[src/rtl/fastinput_rate_meter_pkg.sv]
// Shared definitions for the fast-input rate meter.
//   NUM_CH    : number of counter channels handled by the meter
//   CNT_W_DEF : default counter / delta width
//   state_e   : gate sequencer states (IDLE -> PRIME -> RUN)
package fastinput_rate_meter_pkg;

    localparam int NUM_CH    = 4;
    localparam int CNT_W_DEF = 32;

    typedef enum logic [1:0] {
        ST_IDLE  = 2'd0,
        ST_PRIME = 2'd1,
        ST_RUN   = 2'd2
    } state_e;

endpackage

[src/rtl/fastinput_rate_meter_delta_ch.sv]
// One channel of the rate meter: keeps the count sampled at the start of the
// current window (baseline) and the count sampled at its end (snap), and
// presents their modular difference.
//   clk, rst  : clock, asynchronous active-low reset
//   prime     : load baseline from the live count (start of first window)
//   snap      : load snap from the live count (end of a window)
//   cap       : result consumed; snap becomes the next window's baseline
//   channel   : live free-running count
//   delta     : snap - baseline, modulo 2^CNT_W
module fastinput_rate_meter_delta_ch
    import fastinput_rate_meter_pkg::*;
#(
    parameter int CNT_W = CNT_W_DEF
) (
    input  logic             clk,
    input  logic             rst,
    input  logic             prime,
    input  logic             snap,
    input  logic             cap,
    input  logic [CNT_W-1:0] channel,
    output logic [CNT_W-1:0] delta
);

    logic [CNT_W-1:0] baseline_q, baseline_d;
    logic [CNT_W-1:0] snap_q, snap_d;

    always_comb begin
        baseline_d = baseline_q;
        snap_d     = snap_q;
        if (prime) begin
            baseline_d = channel;
        end else if (cap) begin
            baseline_d = snap_q;
        end
        if (snap) begin
            snap_d = channel;
        end
    end

    always_ff @(posedge clk or negedge rst) begin
        if (!rst) begin
            baseline_q <= '0;
            snap_q     <= '0;
        end else begin
            baseline_q <= baseline_d;
            snap_q     <= snap_d;
        end
    end

    // Unsigned subtract wraps naturally, so a counter rollover inside the
    // window still yields the true edge count.
    assign delta = snap_q - baseline_q;

endmodule

[src/rtl/fastinput_rate_meter.sv]
// Rate meter for the four fast-input edge counters. Every GATE_CYCLES clocks
// it samples all four counts and presents the per-window edge counts on a
// valid/ready interface, with a sticky overrun flag for lost results.
//   clk, rst            : clock, asynchronous active-low reset
//   enable              : 1 = measure, 0 = stop (return to IDLE)
//   channel0..3         : free-running counts
//   rate_ready          : consumer accepts when rate_valid & rate_ready
//   clr_overrun         : synchronous clear of overrun
//   rate_valid          : rate0..3 / window_id hold an unaccepted result
//   rate0..3            : edges counted in the last completed window
//   window_id           : sequence number of the presented window
//   overrun             : sticky, an unaccepted result was overwritten
module fastinput_rate_meter
    import fastinput_rate_meter_pkg::*;
#(
    parameter int CNT_W       = CNT_W_DEF,
    parameter int GATE_CYCLES = 50000000,
    parameter int ID_W        = 16
) (
    input  logic             clk,
    input  logic             rst,
    input  logic             enable,
    input  logic [CNT_W-1:0] channel0,
    input  logic [CNT_W-1:0] channel1,
    input  logic [CNT_W-1:0] channel2,
    input  logic [CNT_W-1:0] channel3,
    input  logic             rate_ready,
    input  logic             clr_overrun,
    output logic             rate_valid,
    output logic [CNT_W-1:0] rate0,
    output logic [CNT_W-1:0] rate1,
    output logic [CNT_W-1:0] rate2,
    output logic [CNT_W-1:0] rate3,
    output logic [ID_W-1:0]  window_id,
    output logic             overrun
);

    localparam int GC_W = (GATE_CYCLES > 1) ? $clog2(GATE_CYCLES) : 1;
    localparam logic [GC_W-1:0] GATE_LAST = GC_W'(GATE_CYCLES - 1);

    state_e            state_q, state_d;
    logic [GC_W-1:0]   gate_cnt_q, gate_cnt_d;
    logic              cap_pend_q, cap_pend_d;
    logic              rate_valid_q, rate_valid_d;
    logic [CNT_W-1:0]  rate_q [NUM_CH];
    logic [CNT_W-1:0]  rate_d [NUM_CH];
    logic [ID_W-1:0]   window_id_q, window_id_d;
    logic              overrun_q, overrun_d;

    logic              prime;
    logic              snap;
    logic              load;
    logic              accept;
    logic [CNT_W-1:0]  ch_a    [NUM_CH];
    logic [CNT_W-1:0]  delta_a [NUM_CH];

    assign ch_a[0] = channel0;
    assign ch_a[1] = channel1;
    assign ch_a[2] = channel2;
    assign ch_a[3] = channel3;

    // Gate sequencer. Dropping enable in any state returns to IDLE and
    // suppresses every strobe, which also discards a pending capture.
    always_comb begin
        state_d    = state_q;
        gate_cnt_d = gate_cnt_q;
        cap_pend_d = 1'b0;
        prime      = 1'b0;
        snap       = 1'b0;
        case (state_q)
            ST_IDLE: begin
                if (enable) begin
                    state_d = ST_PRIME;
                end
            end
            ST_PRIME: begin
                if (enable) begin
                    prime      = 1'b1;
                    gate_cnt_d = '0;
                    state_d    = ST_RUN;
                end else begin
                    state_d = ST_IDLE;
                end
            end
            ST_RUN: begin
                if (enable) begin
                    if (gate_cnt_q == GATE_LAST) begin
                        snap       = 1'b1;
                        gate_cnt_d = '0;
                        cap_pend_d = 1'b1;
                    end else begin
                        gate_cnt_d = gate_cnt_q + 1'b1;
                    end
                end else begin
                    state_d = ST_IDLE;
                end
            end
            default: begin
                state_d = ST_IDLE;
            end
        endcase
    end

    // A capture only lands if the meter is still enabled in the capture cycle.
    assign load   = cap_pend_q & enable;
    assign accept = rate_valid_q & rate_ready;

    always_comb begin
        rate_valid_d = rate_valid_q;
        window_id_d  = window_id_q;
        overrun_d    = overrun_q;
        for (int i = 0; i < NUM_CH; i++) begin
            rate_d[i] = rate_q[i];
        end
        if (load) begin
            rate_valid_d = 1'b1;
            window_id_d  = window_id_q + 1'b1;
            for (int i = 0; i < NUM_CH; i++) begin
                rate_d[i] = delta_a[i];
            end
        end else if (accept) begin
            rate_valid_d = 1'b0;
        end
        // Set has priority over a coincident clear.
        if (load && rate_valid_q && !rate_ready) begin
            overrun_d = 1'b1;
        end else if (clr_overrun) begin
            overrun_d = 1'b0;
        end
    end

    always_ff @(posedge clk or negedge rst) begin
        if (!rst) begin
            state_q      <= ST_IDLE;
            gate_cnt_q   <= '0;
            cap_pend_q   <= 1'b0;
            rate_valid_q <= 1'b0;
            window_id_q  <= '0;
            overrun_q    <= 1'b0;
            for (int i = 0; i < NUM_CH; i++) begin
                rate_q[i] <= '0;
            end
        end else begin
            state_q      <= state_d;
            gate_cnt_q   <= gate_cnt_d;
            cap_pend_q   <= cap_pend_d;
            rate_valid_q <= rate_valid_d;
            window_id_q  <= window_id_d;
            overrun_q    <= overrun_d;
            for (int i = 0; i < NUM_CH; i++) begin
                rate_q[i] <= rate_d[i];
            end
        end
    end

    for (genvar g = 0; g < NUM_CH; g++) begin : g_ch
        fastinput_rate_meter_delta_ch #(
            .CNT_W (CNT_W)
        ) u_delta_ch (
            .clk     (clk),
            .rst     (rst),
            .prime   (prime),
            .snap    (snap),
            .cap     (load),
            .channel (ch_a[g]),
            .delta   (delta_a[g])
        );
    end

    assign rate_valid = rate_valid_q;
    assign rate0      = rate_q[0];
    assign rate1      = rate_q[1];
    assign rate2      = rate_q[2];
    assign rate3      = rate_q[3];
    assign window_id  = window_id_q;
    assign overrun    = overrun_q;

endmodule

[config.mk]
export PLATFORM = sky130hd
export DESIGN_NAME = fastinput_rate_meter
export DESIGN_NICKNAME = d
export VERILOG_FILES = /design/src/rtl/fastinput_rate_meter_pkg.sv /design/src/rtl/fastinput_rate_meter_delta_ch.sv /design/src/rtl/fastinput_rate_meter.sv
export SDC_FILE = /design/constraint.sdc
export NUM_CORES = 1
export LEC_CHECK = 0
export CAP_MARGIN = 40
export CORE_AREA = 2 2 213 215
export CTS_CLUSTER_SIZE = 10
export DETAILED_ROUTE_END_ITERATION = 10
export DIE_AREA = 0 0 215 217
export DONT_BUFFER_PORTS = 1
export MAX_ROUTING_LAYER = met4
export PLACE_DENSITY = 0.7
export SYNTH_ARGS = -nofsm -noshare
export SYNTH_HDL_FRONTEND = slang
export SYNTH_SLANG_ARGS = --single-unit
export TNS_END_PERCENT = 20
[constraint.sdc]
create_clock -name clk -period 6.2 [get_ports clk]
set_input_delay 0.93 -clock clk [delete_from_list [all_inputs] [get_ports clk]]
set_output_delay 0.93 -clock clk [all_outputs]
set_load 0.01 [all_outputs]
Word-level counts from Yosys, hierarchy flattened
Index checks and enable logic that the tools add are counted.
{"block": "totals", "regBits": 431}
{"block": "op_classes", "n_reduce_logical": 10, "n_bitwise": 2, "addsub": 6, "eq_ne": 7, "mux": 25}
{"op": "2-to-1 mux 32 bit", "n": 8}
{"op": "subtractor 32 bit", "n": 4}
{"op": "2-to-1 mux 26 bit", "n": 3}
{"op": "one-hot mux 26 bit (2 select lines)", "n": 1}
{"op": "adder 26 x 1 -> 26 bit (second input constant)", "n": 1}
{"op": "== test 26 bit (second input constant)", "n": 1}
{"op": "adder 16 x 1 -> 16 bit (second input constant)", "n": 1}
{"op": "2-to-1 mux 1 bit", "n": 9}
{"op": "inequality test 2 bit (second input constant)", "n": 4}
{"op": "nonzero test 2 bit", "n": 4}
{"op": "2-to-1 mux 2 bit", "n": 3}
{"op": "one-hot mux 2 bit (3 select lines)", "n": 1}
{"op": "AND reduction 3 bit", "n": 1}
{"op": "bitwise AND 1 bit", "n": 2}
{"op": "== test 2 x 1 -> 1 bit (second input constant)", "n": 1}
{"op": "== test 2 bit (second input constant)", "n": 1}
{"op": "logical AND 1 bit", "n": 2}
{"op": "zero test 2 bit", "n": 1}
{"op": "AND reduction 2 bit", "n": 1}
{"op": "zero test 1 bit", "n": 1}

Depth between registers and ports, before layout
Gate-level depths: netlist of run 1.
{"block": "logic_depth", "depth_word": 4, "mapped_depth": 12, "ltp_nobuf": 12}

By module
From an unflattened synthesis of run 1, not the netlist that was laid out.
{"block": "unflattened", "hier_cells": 2780, "hier_area_um2": 25192.9}
{"module": "fastinput_rate_meter_delta_ch at g_ch[0].u_delta_ch ...", "seq_area_each_um2": 1601.5, "n_inst": 3, "cells_each": 488, "area_per_inst_um2": 4453.0}
{"module": "fastinput_rate_meter", "seq_area_each_um2": 4379.2, "n_inst": 1, "cells_each": 842, "area_per_inst_um2": 7404.6}
{"module": "fastinput_rate_meter_delta_ch at g_ch[3].u_delta_ch", "seq_area_each_um2": 1601.5, "n_inst": 1, "cells_each": 474, "area_per_inst_um2": 4429.2}

Worst setup path after synthesis of run 1
Ideal clock, no wire load.
{"block": "synth_timing", "path_kind": "register to register", "start": "register g_ch[1].u_delta_ch.baseline_q[1]", "end": "register rate_q, in the netlist rate1[27]", "t_arrival_ns": 2.427, "required_ns": 6.069, "setup_ns": 0.131, "slack_ns": 3.642, "stages_incl_launch_ff": 12, "cell_sequence": "dfrtp_1 inv_1 ha_1 nor2b_1 o31a_1 o31a_1 a31o_4 a41oi_2 o21bai_1 a211oi_1 xor2_1 o21ai_1"}
{"block": "synth_between", "elab_chain_cells": 1}
{"item": "from (decl)", "line": "fastinput_rate_meter_delta_ch.sv:24", "source": "logic [CNT_W-1:0] baseline_q, baseline_d;"}
{"item": "from (signal assigned)", "line": "fastinput_rate_meter_delta_ch.sv:45", "source": "baseline_q <= baseline_d;"}
{"item": "subtractor 32 bit", "line": "fastinput_rate_meter_delta_ch.sv:52", "source": "assign delta = snap_q - baseline_q;"}
{"item": "to (signal, indexed assignment)", "line": "fastinput_rate_meter.sv:151", "source": "rate_q[i] <= rate_d[i];"}
{"item": "to (decl)", "line": "fastinput_rate_meter.sv:45", "source": "logic [CNT_W-1:0] rate_q [NUM_CH];"}
Every way passes these cells.
A chain may end at the register's enable or synchronous reset.

Worst setup path after layout of run 1
{"block": "layout_timing", "start": "register g_ch[3].u_delta_ch.snap_q[0]", "end": "register rate_q, in the netlist rate3[26]"}
{"block": "layout_between", "elab_chain_cells": 1}
{"item": "from (decl)", "line": "fastinput_rate_meter_delta_ch.sv:25", "source": "logic [CNT_W-1:0] snap_q, snap_d;"}
{"item": "from (signal assigned)", "line": "fastinput_rate_meter_delta_ch.sv:46", "source": "snap_q <= snap_d;"}
{"item": "subtractor 32 bit", "line": "fastinput_rate_meter_delta_ch.sv:52"}
Every way passes these cells.

==> results.py, run 1 <==
metrics = {
    "yosys": {
        "ys_warn_count": 0,
        "synthTopCellsByCount": "nand2_1 (495), dfrtp_1 (431), nor2_1 (216)",
        "synth_area_per_cell_um2": 9.01,
        "synth-seq-cells": 431,
        "ys_async_sr_fraction": 1.00,
        "synthCells": 2679,
        "synth_top_area_cell": "dfrtp_1",
        "post-synth-top-count-cell": "nand2_1",
        "ys.flop_type": "dfrtp_1",
        "ys_seq_area_frac": 0.447,
        "synth_top_area_frac": 0.447,
        "synth.distinct_cells": 76,
        "synthesis.nets": 2942,
        "synth.cell_area_um2": 24100,
        "synth.area.top_cells": "dfrtp_1 (45%), nand2_1 (7.7%), ha_1 (6.5%), mux2_2 (4.4%), a31oi_1 (3.8%)",
        "synth-edff-count": 0,
    },
    "status": {
        "status": "completed",
    },
    "run": {
        "maxCapViolations": 0,
    },
    "cts": {
        "clockRootBuffer": "clkbuf_16",
        "clkSinkCount": 431,
        "cts_resized": 0,
        "cts-buffers-inserted": 51,
        "cts_setup_buffers": 0,
        "path_clk_slew_ps": 50,
        "cts_hold_buf": 0,
        "clk_latency_ps": 580,
        "cts_tree": "done",
        "h-tree-depth": 2,
        "cts_buffer_depth": 3,
    },
    "drt": {
        "postRouteAntennaNets": 0,
        "first_iter_violations": 1517,
        "drc": 0,
        "drt_wl_total_um": 61300,
        "wl_per_cell_um": 19.0,
        "vias": 18900,
        "dr.pass1.iters": 5,
        "viasPerCell": 5.86,
    },
    "cells_and_area": {
        "fin_area_um2": 26000,
        "finalNetCount": 2877,
        "stdcell_count": 3230,
        "drive_above_1_share": 0.0760,
        "syn2layout_area_growth_pct": 7.86,
        "antenna-diode-count": 0,
    },
    "power_and_ir_drop": {
        "p_per_area_nw_per_um2": 289,
        "cellLeakagePower_nw": 13.0,
        "vdd_drop_max_mv": 0.221,
        "total_power_mw": 7.52,
    },
    "floorplan": {
        "die_area_um2": 46700,
        "die_y_um": 217,
        "core_area_um2": 44700,
        "die_w_um": 215,
        "start_util": 0.540,
        "ios": 279,
        "row_count": 78,
    },
    "sta": {
        "rsz0062_at_grt": "no",
        "skew_ps": 15.6,
        "report.final.hold_viol_count": 0,
        "finalMaxSlewViolations": 0,
        "worstMarginPinSlew_ps": 1140,
        "tns_ps": 0,
        "relSlewSlack": 0.237,
        "clock.fmax_ghz": 0.339,
        "period_needed_ps": 2950,
        "final-setup-viol-count": 0,
        "period_share": 0.476,
    },
    "critical_path": {
        "crit_path_end_kind": "flip-flop",
        "worstSetupPathType": "reg -> reg",
        "start_kind": "flip-flop",
        "crit_chain": "inv_1 -> ha_1 -> fa_1 -> nor2b_1 -> o31ai_1 -> a21oi_1 -> a31o_2 -> a211o_1 -> a221oi_2 -> o21ai_1 -> xnor2_1 -> o21ai_1",
        "r2r_start": "g_ch[3].u_delta_ch.snap_q[0]",
        "critical-path-slowest-cell": "a221oi_2",
        "critical_path.top_delay_family": "compound AO/OA/AOI/OAI gates",
        "path_common_cell": "o21ai_1",
        "crit_start": "g_ch[3].u_delta_ch.snap_q[0]",
        "worst-path-max-fanout": 3,
        "cp.required_ps": 6630,
        "cp_slowest_stage_delay_ps": 410,
        "crit_arrival_ps": 3380,
        "worst-path-buf-inv": 1,
    },
    "global_routing": {
        "grt_pass1_vias": 18800,
        "top_usage_layer": "met2",
        "grt_overflow_total": 0,
        "met2_usage": 0.421,
        "grt_pass1_wl_um": 101000,
        "grt_usage": 0.272,
        "grt_use_met1": 0.351,
        "grt_max_degree": 432,
        "antenna_found_initial": 0,
        "grtUsageMet3": 0.0745,
    },
    "placement": {
        "dp_hpwl_um": 41900,
        "post-place-cells": 3160,
        "placed_area_um2": 24500,
        "place_congestion": 0.895,
        "io_buffers": 0,
    },
    "worst_hold_path": {
        "hold_path.class": "in -> async",
    },
}
## layout by cell type, fill, tap and decap left out, types with 4 or more instances in the layout
cell | Yosys | final
a21oi_1 | 115 | 115
ha_1 | 126 | 126
fa_1 | 4 | 4
a2111oi_0 | 4 | 4
xor2_1 | 64 | 64
nand4_1 | 29 | 29
dfrtp_1 | 431 | 431
or2_2 | 5 | 5
nor2b_1 | 21 | 21
and4_1 | 6 | 6
a211oi_1 | 10 | 10
nor4_1 | 11 | 11
or4_1 | 4 | 4
o31ai_1 | 12 | 12
o21bai_1 | 15 | 15
o21ai_2 | 5 | 5
nand3_1 | 39 | 39
a31o_2 | 4 | 4
nand2b_1 | 24 | 24
xnor2_1 | 72 | 72
nor3_1 | 23 | 23
mux2_2 | 94 | 94
inv_1 | 158 | 158
buf_4 | 3 | 7
nor2_1 | 216 | 215
o211ai_1 | 9 | 9
clkbuf_16 | 0 | 53
mux2_1 | 30 | 30
o21ai_0 | 157 | 157
nand2_1 | 495 | 493
o21a_1 | 19 | 19
clkbuf_8 | 0 | 5
a31oi_1 | 148 | 148
a21o_1 | 66 | 66
o31a_1 | 5 | 5
clkbuf_1 | 98 | 8
and3_1 | 14 | 14
o21ai_1 | 54 | 54
## layout make-up
type / instances / area [um^2]
Clock buffer: 66 / 1430
Clock inverter: 3 / 65.1
Fill cell: 3944 / 18700
Inverter: 159 / 597
Multi-Input combinational cell: 1960 / 12300
Sequential cell: 431 / 10800
Tap cell: 600 / 751
Timing Repair Buffer: 11 / 140
## worst paths after layout
path | end | slack, ps | depth (start not counted)
max in group asynchronous | window_id[4] | 5210 | 0
max reg2reg | rate3[26] | 3250 | 12
max | rate3[26] | 3250 | 12
min | g_ch[2].u_delta_ch.baseline_q[10] | 50 | 0
min in group clk | overrun | 470 | 1
min reg2reg | gate_cnt_q[23] | 490 | 1
## worst reg2reg max path: cells and delay by family, from the launching register on
kind / cells / cell delay, ps
buffers and inverters: 1 / 90
DFF: 1 / 380
and+or+nand+nor: 1 / 80
xor gates and xnor gates: 1 / 150
AOI/OAI and AO/OA: 7 / 1660
adders and majority gates: 2 / 460
## state kept, by name (all words and copies together), names as in the netlist
register,cells
g_ch.u_delta_ch.snap_q,128
overrun,1
gate_cnt_q,26
rate2,32
rate0,32
rate3,32
rate1,32
state_q,2
rate_valid,1
cap_pend_q,1
g_ch.u_delta_ch.baseline_q,128
window_id,16
## per-layer routing
| metal | up-vias | share of wire |
|---|---|---|
| met1 | 9216 | 0.44 |
| met2 | 503 | 0.46 |
| met4 | 0 | 0.026 |
| li1 | 9091 | - |
| met3 | 103 | 0.079 |
| met5 | - | 0 |
## cell families after synthesis
logic type / Yosys count / share of synthesized area
buf+inv: 288 / 0.0458
fa+ha+maj: 130 / 0.0686
mux: 126 / 0.0587
compound gates: 665 / 0.172
flops: 431 / 0.447
xor+xnor: 136 / 0.0493
simple gates: 903 / 0.159
## power breakdown
part           switching [mW]  leakage [nW]  internal (mW)
Sequential              0.145          5.59           3.07
Clock                    1.14         0.731           1.66
Combinational           0.912          6.67          0.587
## metrics by stage
stage               utilization  hold slack [ps]  setup WS, ps
finish                    0.583             52.3          3250
global route              0.583             26.8          3020
CTS                       0.582             19.7          3250
detailed placement        0.549              476          3240
global placement          0.548              469          3310
floorplan                     -              445          3640
Note: power is estimated with default switching activity, not from simulation.
==> run 2, diff against run 1 <==
==> constraint.sdc (replaced) <==
create_clock -name clk -period 2.8 [get_ports clk]
set_input_delay 0.42 -clock clk [delete_from_list [all_inputs] [get_ports clk]]
set_output_delay 0.42 -clock clk [all_outputs]
set_load 0.01 [all_outputs]
==> results.py, run 2 (same netlist as run 1, synthesis figures left out) <==
metrics = {
    "sta": {
        "period_needed_ps": 2790,
        "worstMarginPinSlew_ps": 2290,
        "clock.fmax_ghz": 0.358,
        "period_share": 0.998,
        "relSlewSlack": -0.525,
        "report.final.hold_viol_count": 273,
        "holdWs_ps": -450,
        "rsz0062_at_grt": "yes",
        "skew_ps": 22.9,
        "finalMaxSlewViolations": 278,
        "final-setup-viol-count": 0,
        "fin_ws_ps": 6.71,
    },
    "placement": {
        "dp_hpwl_um": 42500,
        "placed_area_um2": 25000,
        "io_buffers": 0,
        "place_congestion": 0.949,
        "post-place-ws_ps": -93.6,
        "post-place-cells": 3209,
    },
    "cts": {
        "clkSinkCount": 431,
        "clk_latency_ps": 590,
        "cts_hold_buf": 129,
        "clockRootBuffer": "clkbuf_16",
        "cts_tree": "done",
        "cts-buffers-inserted": 51,
        "path_clk_slew_ps": 60,
        "cts_buffer_depth": 3,
        "h-tree-depth": 2,
    },
    "global_routing": {
        "grt_pass1_wl_um": 103000,
        "grt_overflow_total": 0,
        "grt_usage": 0.275,
        "antenna_found_initial": 4,
        "grt_pass1_vias": 19700,
        "grt_max_degree": 432,
    },
    "floorplan": {
        "core_area_um2": 44700,
        "die_y_um": 217,
        "die_w_um": 215,
        "row_count": 78,
        "start_util": 0.540,
        "die_area_um2": 46700,
        "ios": 279,
    },
    "critical_path": {
        "crit_arrival_ps": 3260,
        "crit_path_end_kind": "flip-flop",
        "start_kind": "flip-flop",
        "r2r_cells": 10,
        "worst-path-max-fanout": 4,
        "cp.required_ps": 3260,
        "r2r_start": "g_ch[1].u_delta_ch.snap_q[1]",
        "worstSetupPathType": "reg -> reg",
        "rr_endpoint": "rate1[25]",
        "rrSetupSlack_ps": 7,
    },
    "cells_and_area": {
        "finalNetCount": 3059,
        "drive_above_1_share": 0.103,
        "seqCellArea_um2": 10800,
        "final_common_cell": "nand2_1",
        "syn2layout_area_growth_pct": 15.8,
        "fin_area_um2": 28000,
        "layout_common_cells": "nand2_1 (492), dfrtp_1 (431), nor2_1 (214), inv_1 (158), o21ai_0 (155)",
        "multiInputGateArea_um2": 12500,
        "nFillCells": 3796,
        "top_regs": "g_ch.u_delta_ch.baseline_q: 128 flops, g_ch.u_delta_ch.snap_q: 128 flops",
        "stdcell_count": 3416,
    },
    "drt": {
        "vias": 19700,
        "wl_per_cell_um": 18.3,
        "postRouteAntennaNets": 0,
        "dr.pass1.iters": 5,
        "viasPerCell": 5.77,
        "wl_met3_um": 3800,
        "highest_layer": "met4",
        "drt_wl_total_um": 62600,
        "first_iter_violations": 1334,
        "route.met2.wl_um": 29000,
        "wl_met1_um": 28000,
        "drc": 0,
    },
    "worst_hold_path": {
        "hold_path.class": "in -> async",
    },
    "power_and_ir_drop": {
        "p_per_area_nw_per_um2": 599,
        "vdd_drop_max_mv": 0.553,
        "cellLeakagePower_nw": 13.8,
    },
    "run": {
        "maxCapViolations": 0,
    },
    "status": {
        "violations": "negative hold slack, max-slew violations",
        "status": "finished with violations",
    },
}
[run 2: cell count changes in the layout (fill, tap and decap cells not counted), moves of 3 or more]
| cell | change |
|---|---|
| a211oi_1 | -3 |
| a21oi_1 | -6 |
| a21oi_2 | +5 |
| a31oi_1 | -3 |
| a31oi_2 | +3 |
| buf_12 | +8 |
| buf_4 | +46 |
| diode_2 | +4 |
| dlygate4sd3_1 | +129 |
| ha_1 | -3 |
[run 2: worst max-delay path by stage]
stage                                                start         to  slack [ps]  depth (start not counted)
after floorplan           g_ch[1].u_delta_ch.baseline_q[1]  rate1[27]         240                         11
after global placement        g_ch[0].u_delta_ch.snap_q[0]  rate0[30]         -20                         12
after detailed placement      g_ch[0].u_delta_ch.snap_q[0]  rate0[30]         -90                         12
after CTS                     g_ch[3].u_delta_ch.snap_q[0]  rate3[28]         -10                         12
after global routing          g_ch[1].u_delta_ch.snap_q[1]  rate1[25]        -110                         10
final                         g_ch[1].u_delta_ch.snap_q[1]  rate1[25]           7                         10
[run 2: layout make-up]
class,instances,area share
clock buffers,65,0.0497
diodes,4,0.000358
clock inverters,4,0.000850
flip-flops and latches,431,0.386
inverters,159,0.0213
multi-input cells,1960,0.447
well taps,600,0.0268
repair buffers,193,0.0683
[run 2: per-layer routing]
layer / track usage / vias to the layer above
met5: - / -
li1: - / 9470
met2: 0.430 / 446
met3: 0.0591 / 123
met1: 0.358 / 9655
met4: 0.0947 / 0
[run 2: power by group]
part           switching, mW  internal [mW]
logic                   2.15           1.55
clock network           2.50           3.41
registers              0.318           6.81
[run 2: metrics by stage]
stage	hold WS (ps)	power [mW]	util	setup TNS, ps
floorplan	124	9.73	-	0
global route	-479	17.7	0.626	-448
finish	-450	16.7	0.626	0
global placement	134	10.5	0.559	-20.7
detailed placement	137	10.6	0.559	-353
CTS	-494	16.8	0.620	-12.0
[run 2: worst max-delay path, cell delays in order, from the launching register on]
cell and delay [ps]:
dfrtp_1 400, ha_1 300, nor2b_1 150, o31a_1 290, o31a_1 330, a31o_4 290, o31ai_4 250, o21bai_2 140
a221oi_2 280, xnor2_1 150, o21ai_1 70
[run 2: what timing repair did]
item	CTS	global route
endpoints found under the setup margin	10	38
setup buffers	0	5
hold endpoints to repair	675	431
pin swaps	0	19
gates resized for setup	6	39
